`config.mk`:
```
export PLATFORM = sky130hd
export DESIGN_NAME = touch_sample_capture_flat
export DESIGN_NICKNAME = d
export VERILOG_FILES = /design/src/rtl/touch_sample_capture_pkg.sv /design/src/rtl/touch_sample_capture_if.sv /design/src/rtl/touch_serial_shift.sv /design/src/rtl/touch_sample_capture.sv /design/src/flat_wrapper.sv
export SDC_FILE = /design/constraint.sdc
export NUM_CORES = 1
export LEC_CHECK = 0
export ABC_AREA = 1
export CORE_MARGIN = 1
export CORE_UTILIZATION = 55
export DETAILED_ROUTE_END_ITERATION = 8
export GPL_ROUTABILITY_DRIVEN = 0
export PLACE_DENSITY = 0.76
export SLEW_MARGIN = 20
export SYNTH_ARGS = -nofsm -noshare
export SYNTH_HDL_FRONTEND = slang
export SYNTH_SLANG_ARGS = --single-unit
```
`constraint.sdc`:
```
create_clock -name clk -period 3.9 [get_ports clk]
set_input_delay 0.78 -clock clk [delete_from_list [all_inputs] [get_ports clk]]
set_output_delay 0.78 -clock clk [all_outputs]
set_load 0.005 [all_outputs]
```
`src/rtl/touch_sample_capture_pkg.sv`:
```
// Shared definitions for the touch-panel serial sample capture block:
// sample widths, averaging depth, FSM state encoding and the coordinate pair type.
package touch_sample_capture_pkg;

  localparam int SAMPLE_W  = 8;
  localparam int AVG_DEPTH = 4;
  localparam int AVG_SHIFT = $clog2(AVG_DEPTH);
  localparam int SUM_W     = SAMPLE_W + AVG_SHIFT;

  localparam logic [0:0] ST_IDLE   = 1'b0;
  localparam logic [0:0] ST_HAVE_X = 1'b1;

  typedef logic [SAMPLE_W-1:0] sample_t;

  typedef struct packed {
    sample_t x;
    sample_t y;
  } pos_pair_t;

  // Mean of AVG_DEPTH samples; the sum is wide enough that truncation is exact.
  function automatic sample_t avg_of(input logic [SUM_W-1:0] sum);
    return sample_t'(sum >> AVG_SHIFT);
  endfunction

endpackage

```
`src/rtl/touch_sample_capture_if.sv`:
```
// Sequencer-side capture inputs and consumer-side coordinate handshake.
// The slave modport is the capture block; master is whoever drives it.
interface touch_sample_capture_if;
  import touch_sample_capture_pkg::*;

  logic    en;
  logic    din;
  logic    x_strobe;
  logic    y_strobe;
  logic    pen_irq_n;
  sample_t x_pos;
  sample_t y_pos;
  logic    pos_valid;
  logic    pos_ready;
  logic    overrun;

  modport slave (
    input  en, din, x_strobe, y_strobe, pen_irq_n, pos_ready,
    output x_pos, y_pos, pos_valid, overrun
  );

  modport master (
    output en, din, x_strobe, y_strobe, pen_irq_n, pos_ready,
    input  x_pos, y_pos, pos_valid, overrun
  );

endinterface

```
`src/rtl/touch_serial_shift.sv`:
```
// MSB-first serial deserialiser for the touch ADC data line. byte_done stays
// high from the 8th bit until the next capture window opens.
module touch_serial_shift
  import touch_sample_capture_pkg::*;
#(
  parameter int W = SAMPLE_W
) (
  input  logic         clk,
  input  logic         rst_n,
  input  logic         en,
  input  logic         din,
  output logic [W-1:0] data,
  output logic         byte_done
);

  localparam int CNT_W = $clog2(W + 1);
  localparam logic [CNT_W-1:0] FULL = CNT_W'(W);

  logic [W-1:0]     shreg;
  logic [CNT_W-1:0] cnt;
  logic             en_d;

  // NOTE: state registers use non-blocking assignments so every flop samples
  // the pre-edge value of its neighbours, independent of statement order.
  always_ff @(posedge clk) begin
    if (!rst_n) begin
      shreg <= '0;
      cnt   <= '0;
      en_d  <= 1'b0;
    end else begin
      en_d <= en;
      if (en && !en_d) begin
        // A fresh window restarts the count; this edge already carries bit 0.
        shreg <= {shreg[W-2:0], din};
        cnt   <= CNT_W'(1);
      end else if (en) begin
        if (cnt != FULL) begin
          shreg <= {shreg[W-2:0], din};
          cnt   <= cnt + CNT_W'(1);
        end
      end else if (en_d && (cnt != FULL)) begin
        shreg <= '0;
        cnt   <= '0;
      end
    end
  end

  assign data      = shreg;
  assign byte_done = (cnt == FULL);

endmodule

```
`src/rtl/touch_sample_capture.sv`:
```
// Touch coordinate capture: deserialises ADC bytes, pairs them into X/Y via the
// sequencer strobes and hands them out on a valid/ready port. Define
// TOUCH_AVG_EN to report the mean of every AVG_DEPTH pen-down pairs instead.
module touch_sample_capture
  import touch_sample_capture_pkg::*;
(
  input logic                  clk,
  input logic                  rst_n,
  touch_sample_capture_if.slave bus
);

  sample_t   shift_data;
  logic      byte_done;

  touch_serial_shift #(.W(SAMPLE_W)) u_shift (
    .clk       (clk),
    .rst_n     (rst_n),
    .en        (bus.en),
    .din       (bus.din),
    .data      (shift_data),
    .byte_done (byte_done)
  );

  // ---------------- strobe edge detection ----------------
  logic x_prev, y_prev;
  logic x_edge, y_edge;

  always_ff @(posedge clk) begin
    if (!rst_n) begin
      x_prev <= 1'b0;
      y_prev <= 1'b0;
    end else begin
      x_prev <= bus.x_strobe;
      y_prev <= bus.y_strobe;
    end
  end

  assign x_edge = bus.x_strobe & ~x_prev;
  assign y_edge = bus.y_strobe & ~y_prev;

  // ---------------- X/Y pairing FSM ----------------
  logic [0:0] state, state_nx;
  sample_t    x_hold, x_hold_nx;
  logic       pair_done;
  pos_pair_t  new_pair;

  // NOTE: every combinational output gets a default first so no path through
  // the case can leave it unassigned and infer a latch.
  always_comb begin
    state_nx  = state;
    x_hold_nx = x_hold;
    pair_done = 1'b0;
    case (state)
      ST_IDLE: begin
        if (!y_edge && x_edge && byte_done) begin
          x_hold_nx = shift_data;
          state_nx  = ST_HAVE_X;
        end
      end
      ST_HAVE_X: begin
        // A y edge wins over a coincident x edge.
        if (y_edge) begin
          state_nx = ST_IDLE;
          if (byte_done) begin
            pair_done = 1'b1;
          end else begin
            x_hold_nx = '0;
          end
        end else if (x_edge && byte_done) begin
          x_hold_nx = shift_data;
        end
      end
      default: state_nx = ST_IDLE;
    endcase
  end

  always_ff @(posedge clk) begin
    if (!rst_n) begin
      state  <= ST_IDLE;
      x_hold <= '0;
    end else begin
      state  <= state_nx;
      x_hold <= x_hold_nx;
    end
  end

  assign new_pair.x = x_hold;
  assign new_pair.y = shift_data;

  logic pair_keep, pair_drop;
  assign pair_keep = pair_done & ~bus.pen_irq_n;
  assign pair_drop = pair_done &  bus.pen_irq_n;

  // ---------------- optional averaging ----------------
  logic      deliver;
  pos_pair_t out_pair;

`ifdef TOUCH_AVG_EN
  logic [AVG_SHIFT-1:0] pair_cnt;
  logic [SUM_W-1:0]     sum_x, sum_y;
  logic [SUM_W-1:0]     sum_x_nx, sum_y_nx;
  logic                 last_pair;

  assign sum_x_nx  = sum_x + SUM_W'(new_pair.x);
  assign sum_y_nx  = sum_y + SUM_W'(new_pair.y);
  assign last_pair = (pair_cnt == AVG_SHIFT'(AVG_DEPTH - 1));

  always_ff @(posedge clk) begin
    if (!rst_n) begin
      pair_cnt <= '0;
      sum_x    <= '0;
      sum_y    <= '0;
    end else if (pair_drop || (pair_keep && last_pair)) begin
      // Pen-up restarts the window; a full window is reported and cleared.
      pair_cnt <= '0;
      sum_x    <= '0;
      sum_y    <= '0;
    end else if (pair_keep) begin
      pair_cnt <= pair_cnt + AVG_SHIFT'(1);
      sum_x    <= sum_x_nx;
      sum_y    <= sum_y_nx;
    end
  end

  assign deliver    = pair_keep & last_pair;
  assign out_pair.x = avg_of(sum_x_nx);
  assign out_pair.y = avg_of(sum_y_nx);
`else
  assign deliver  = pair_keep;
  assign out_pair = new_pair;
`endif

  // ---------------- output register and handshake ----------------
  sample_t x_pos_q, y_pos_q;
  logic    pos_valid_q, overrun_q;
  logic    accept, can_load;

  assign accept   = pos_valid_q & bus.pos_ready;
  assign can_load = ~pos_valid_q | bus.pos_ready;

  always_ff @(posedge clk) begin
    if (!rst_n) begin
      x_pos_q     <= '0;
      y_pos_q     <= '0;
      pos_valid_q <= 1'b0;
      overrun_q   <= 1'b0;
    end else begin
      if (deliver && can_load) begin
        x_pos_q     <= out_pair.x;
        y_pos_q     <= out_pair.y;
        pos_valid_q <= 1'b1;
      end else if (accept) begin
        pos_valid_q <= 1'b0;
      end

      if (deliver && !can_load) begin
        overrun_q <= 1'b1;
      end else if (accept) begin
        overrun_q <= 1'b0;
      end
    end
  end

  assign bus.x_pos     = x_pos_q;
  assign bus.y_pos     = y_pos_q;
  assign bus.pos_valid = pos_valid_q;
  assign bus.overrun   = overrun_q;

endmodule

```
`src/flat_wrapper.sv`:
```
// flat-port wrapper written by rule: the top's interface ports become plain ports
module touch_sample_capture_flat import touch_sample_capture_pkg::*;
  (clk, rst_n, bus_en, bus_din, bus_x_strobe, bus_y_strobe, bus_pen_irq_n, bus_pos_ready, bus_x_pos, bus_y_pos, bus_pos_valid, bus_overrun);
  touch_sample_capture_if bus_i ();
  input logic clk;
  input logic rst_n;
  input wire logic [$bits(bus_i.en)-1:0] bus_en;
  input wire logic [$bits(bus_i.din)-1:0] bus_din;
  input wire logic [$bits(bus_i.x_strobe)-1:0] bus_x_strobe;
  input wire logic [$bits(bus_i.y_strobe)-1:0] bus_y_strobe;
  input wire logic [$bits(bus_i.pen_irq_n)-1:0] bus_pen_irq_n;
  input wire logic [$bits(bus_i.pos_ready)-1:0] bus_pos_ready;
  output wire logic [$bits(bus_i.x_pos)-1:0] bus_x_pos;
  output wire logic [$bits(bus_i.y_pos)-1:0] bus_y_pos;
  output wire logic [$bits(bus_i.pos_valid)-1:0] bus_pos_valid;
  output wire logic [$bits(bus_i.overrun)-1:0] bus_overrun;
  assign bus_i.en = bus_en;
  assign bus_i.din = bus_din;
  assign bus_i.x_strobe = bus_x_strobe;
  assign bus_i.y_strobe = bus_y_strobe;
  assign bus_i.pen_irq_n = bus_pen_irq_n;
  assign bus_i.pos_ready = bus_pos_ready;
  assign bus_x_pos = bus_i.x_pos;
  assign bus_y_pos = bus_i.y_pos;
  assign bus_pos_valid = bus_i.pos_valid;
  assign bus_overrun = bus_i.overrun;
  touch_sample_capture u_core (.clk(clk), .rst_n(rst_n), .bus(bus_i));
endmodule
```
== Yosys cells after proc, flatten, opt, wreduce, memory -nomap -nowiden ==
Cells that the tools add are included.
Word-level totals
  output and inout port bits: 18
  flip-flop bits (word level): 42
Cells by class
  multiplexer cells: 22
  add/subtract/negate cells: 1
  equal/unequal tests: 7
  bitwise logic cells: 11
  reductions and logical operators: 18
Operators by type and width (count)
  8-bit two-way mux: 8
  8-bit one-hot mux with 2 select lines: 1
  4-bit two-way mux: 3
  1-bit two-way mux: 9
  1-bit logical AND: 7
  1-bit NOT: 6
  2-bit nonzero test: 3
  4-bit by 1-bit adder with 4-bit output, second input constant: 1
  1-bit bitwise AND: 4
  4-bit equality test, second input constant: 1
  2-bit by 1-bit inequality test with 1-bit output, second input constant: 2
  4-bit inequality test, second input constant: 1
  2-bit AND reduction: 2
  1-bit logical NOT: 3
  3-bit by 1-bit inequality test with 1-bit output, second input constant: 1
  3-bit by 2-bit inequality test with 1-bit output, second input constant: 1
  3-bit inequality test, second input constant: 1
  3-bit AND reduction: 1
  3-bit nonzero test: 1
  1-bit one-hot mux with 2 select lines: 1
  2-bit OR reduction: 1
  1-bit bitwise OR: 1

== Longest topological paths before layout ==
  depth after elaboration: 7
  mapped depth: 9
  gate-level depth less buffers: 8

== By module ==
A second synthesis with hierarchy kept.
Second synthesis, totals
  cells, all modules: 246
  area, all modules: 1841.8 um^2
By module, submodules not included
  touch_sample_capture: cells each 170, times used 1, area each 1242.4 um^2
  touch_serial_shift: cells each 76, times used 1, area each 599.3 um^2

== Worst setup path before layout ==
Ideal clock, no wire load.
  kind: input-to-reg
  start point: input bus_x_strobe
  end point: register u_core.x_hold[3]
  data required time: 3.768 ns
  library setup time: 0.132 ns
  stages on the path: 5
  path slack: 2.184 ns
  arrival time: 1.584 ns
  cell sequence: inv_1 -> nor2_1 -> nand3_1 -> nand3_1 -> a21oi_1
Between the ends
  longest elaborated chain between the ends: 5
Ends and longest elaborated chain
  start: declaration: line flat_wrapper.sv:9  | input wire logic [$bits(bus_i.x_strobe)-1:0] bus_x_strobe;
  1-bit bitwise AND (*): line touch_sample_capture.sv:38  | assign x_edge = bus.x_strobe & ~x_prev;
  1-bit logical AND (2 in a row): line touch_sample_capture.sv:55  | if (!y_edge && x_edge && byte_done) begin
  2-bit by 1-bit inequality test with 1-bit output (no line)
  3-bit AND reduction (no line) (*)
  end signal: assignment: line touch_sample_capture.sv:83  | x_hold <= x_hold_nx;
  end: declaration: line touch_sample_capture.sv:43  | sample_t x_hold, x_hold_nx;
Mark *: on every way between the ends. The rest lies on a longest branch, timed or not.
A chain may end at the register's enable or synchronous reset.

== Final worst setup path ==
  start point: input bus_y_strobe
  end point: register u_core.x_hold[5]
Between the ends
  longest elaborated chain between the ends: 6
Ends and longest elaborated chain
  start: declaration: line flat_wrapper.sv:10  | input wire logic [$bits(bus_i.y_strobe)-1:0] bus_y_strobe;
  1-bit bitwise AND (*): line touch_sample_capture.sv:39  | assign y_edge = bus.y_strobe & ~y_prev;
  1-bit logical NOT: line touch_sample_capture.sv:55
  1-bit logical AND (2 in a row): line touch_sample_capture.sv:55
  2-bit by 1-bit inequality test with 1-bit output (no line)
  3-bit AND reduction (no line)
Marked as above.

==> impl_metrics.toml <==
[synth]
synthArstFlopShare = 0
yosys.area.top_type = "dfxtp_1"
synth.most_common_cell = "inv_1"
synth_area_leaders = "dfxtp_1 44%, inv_1 12%, nand2_1 10%, nand4_1 8.2%, nand3_1 7.9%"
seq_area_frac_synth = 0.4407
synth_cell_types = 20
synthTopCellsByCount = "62 x inv_1, 52 x nand2_1, 42 x dfxtp_1, 30 x nand3_1, 25 x nand4_1"
synth_nets = 284
synth.top_cell.area_share = 0.4407
ys_ff_latch = 42
netlist_area_um2 = 1908
yosysWarnings = 0
syn_inst = 274
synth.avg_cell_area_um2 = 6.964
dominantRegCellSynth = "dfxtp_1"
synth_edf_count = 0

[routing]
drc_errors = 0
wirelength_um = 3577
drt-initial-drc-count = 90
dr.pass1.iters = 4
avgViaCountPerCell = 4.846
ant_nets = 0
vias = 1667
wire_per_inst_um = 10.40

[power_and_ir_drop]
p_int_w = 0.0005350
clockPowerShare = 0.317
p_per_area_nw_per_um2 = 312.4
ir_worst_vdd_v = 0.0002137
p_seq_frac = 0.625
leakage_nw = 0.8709
p_switching_w = 0.0001631
p_comb_frac = 0.057
power_switching_share = 0.2336

[clock_tree]
clkTransAtPathRegs_ns = 0.12
cts-resized-gates = 0
cts_buffers = 5
clock_latency_ns = 0.35
cts.sinks = 42
post_cts_buffers = 0
root_buffer = "clkbuf_4"
holdBufCountCts = 0
cts_tree = "built"
htree_levels = 2
clock_path_buffers = 2

[floorplan]
die_w_um = 60.90
core_area_um2 = 3337
dieArea_um2 = 3709
rows = 21
start_util = 0.5718
chipHeight_um = 60.90
io_pins = 26

[hold_path]
hold_path_class = "flop to flop"

[sta]
report.final.slew_viol_count = 0
hold_ws_ns = 0.4581
timing.fmax_mhz = 396.4
period_share = 0.6469
fin_setup_tns_ns = 0
max-slew-margin-rel = 0.5041
finalHoldViolCount = 0
rsz0062_at_grt = "false"
setup_viol = 0
skew_ns = 0.009875
tightest_slew_ns = 0.7431
fin_crit_ns = 2.523

[global_routing]
gr-total-overflow = 0
grt_pass1_vias = 1280
grt.total_usage = 0.2109
grt_max_degree = 24
grt_pass1_wl_um = 5713
antenna_found_initial = 0

[layout]
area_growth_pct = 17.11
regArea_um2 = 840.8
final_layout_size_suffix_gt1_frac = 0.04027
antenna_cells = 0
nets = 307
multi_input_area_um2 = 782.0
nFillCells = 316

[flow_run]
max-cap-violations = 0

[critical_path]
worstPathRequired_ns = 4.13
startpoint_type = "input pin"
critPathKind = "input pin to flop"
cp-end-kind = "flop"
cp_max_fo = 19
worstPathArrival_ns = 2.76
rrSetupSlack_ns = 1.93

[placed_design]
portBuffers = 25
dp.final_hpwl_um = 2508

[run_status]
outcome = "completed"
==> state kept, by name, summed over array words and instances (netlist names) <==
signal and count:
u_core.bus.x_pos 8, u_core.bus.y_pos 8, u_core.u_shift.data 8, u_core.x_hold 8, u_core.u_shift.cnt 4, u_core.bus.overrun 1
u_core.bus.pos_valid 1, u_core.state 1, u_core.u_shift.en_d 1, u_core.x_prev 1, u_core.y_prev 1
==> final cells by class <==
cell class              count  area share
flip-flops and latches     42      0.3763
multi-input cells         159      0.3499
repair buffers             26      0.1153
inverters                  63      0.1058
well taps                  46     0.02576
clock buffers               7     0.02464
clock inverters             1    0.002240
==> through the flow <==
stage | utilization | total power, W | cell area [µm²] | std cells | setup slack, ns
detailed placement | 0.6517 | 0.0004861 | 2175 | 336 | 1.032
CTS | 0.6697 | 0.0007037 | 2235 | 344 | 1.394
global placement | 0.6517 | 0.0004853 | 2175 | 336 | 1.095
floorplan | - | 0.0004707 | 1908 | 274 | 2.184
finish | 0.6697 | 0.0006981 | 2235 | 344 | 1.377
global route | 0.6697 | 0.0007374 | 2235 | 344 | 1.205
==> layer usage <==
layer / GRT usage / wire [µm] / up-vias
met1: 0.2687 / 1743 / 717
met2: 0.3250 / 1640 / 30
met3: 0.07676 / 140 / 7
met5: 0 / 0 / -
met4: 0.08442 / 53 / 0
li1: - / - / 913
==> cells by family (layout without fill, tap and decap cells) <==
| kind of cell | count (synthesis) | after routing | share of synthesized area |
|---|---|---|---|
| xor+xnor | 1 | 1 | 0.004591 |
| compound gates | 23 | 23 | 0.06164 |
| simple gates | 133 | 133 | 0.3305 |
| fa+ha+maj | 2 | 2 | 0.01311 |
| flops | 42 | 42 | 0.4407 |
| buf+inv | 73 | 97 | 0.1495 |
==> path summary, 6_finish.rpt <==
| check | to | cells after the start | from |
|---|---|---|---|
| max | u_core.x_hold[5] | 6 | bus_y_strobe |
| min | u_core.bus.overrun | 2 | u_core.bus.overrun |
| max reg2reg | u_core.x_hold[5] | 7 | u_core.u_shift.cnt[0] |
| min reg2reg | u_core.bus.overrun | 2 | u_core.bus.overrun |
==> power groups by stage <==
stage	clock (W)	sequential, W	combinational [W]
final	0.000222	0.000436	0.0000401
after global routing	0.000255	0.000437	0.0000452
after CTS	0.000227	0.000436	0.0000403
after detailed placement	0	0.000446	0.0000400
after global placement	0	0.000446	0.0000394
after floorplan	0	0.000445	0.0000257
==> worst max-delay path: stages <==
cell and delay [ns]:
clkdlybuf4s50_1 0.48, nand2_1 0.23, nor2_2 0.65, nand2_1 0.36, nand3_1 0.18, a21oi_1 0.07
==> placed cells by master, fill, tap and decap left out <==
cell type         n
nand4_1          25
inv_1            62
xor2_1            1
a21oi_1          21
nand3_4           1
nor2_1           22
clkinv_2          1
ha_1              2
nand2_2           1
o21ai_0           1
nand2_1          52
dfxtp_1          42
clkbuf_8          1
clkbuf_4          5
buf_4             1
clkinv_1          1
o21bai_1          1
nor2_2            1
nand3_1          30
nor3_4            1
clkdlybuf4s50_1  25
clkbuf_1          1
(Power assumes the default switching activity.)
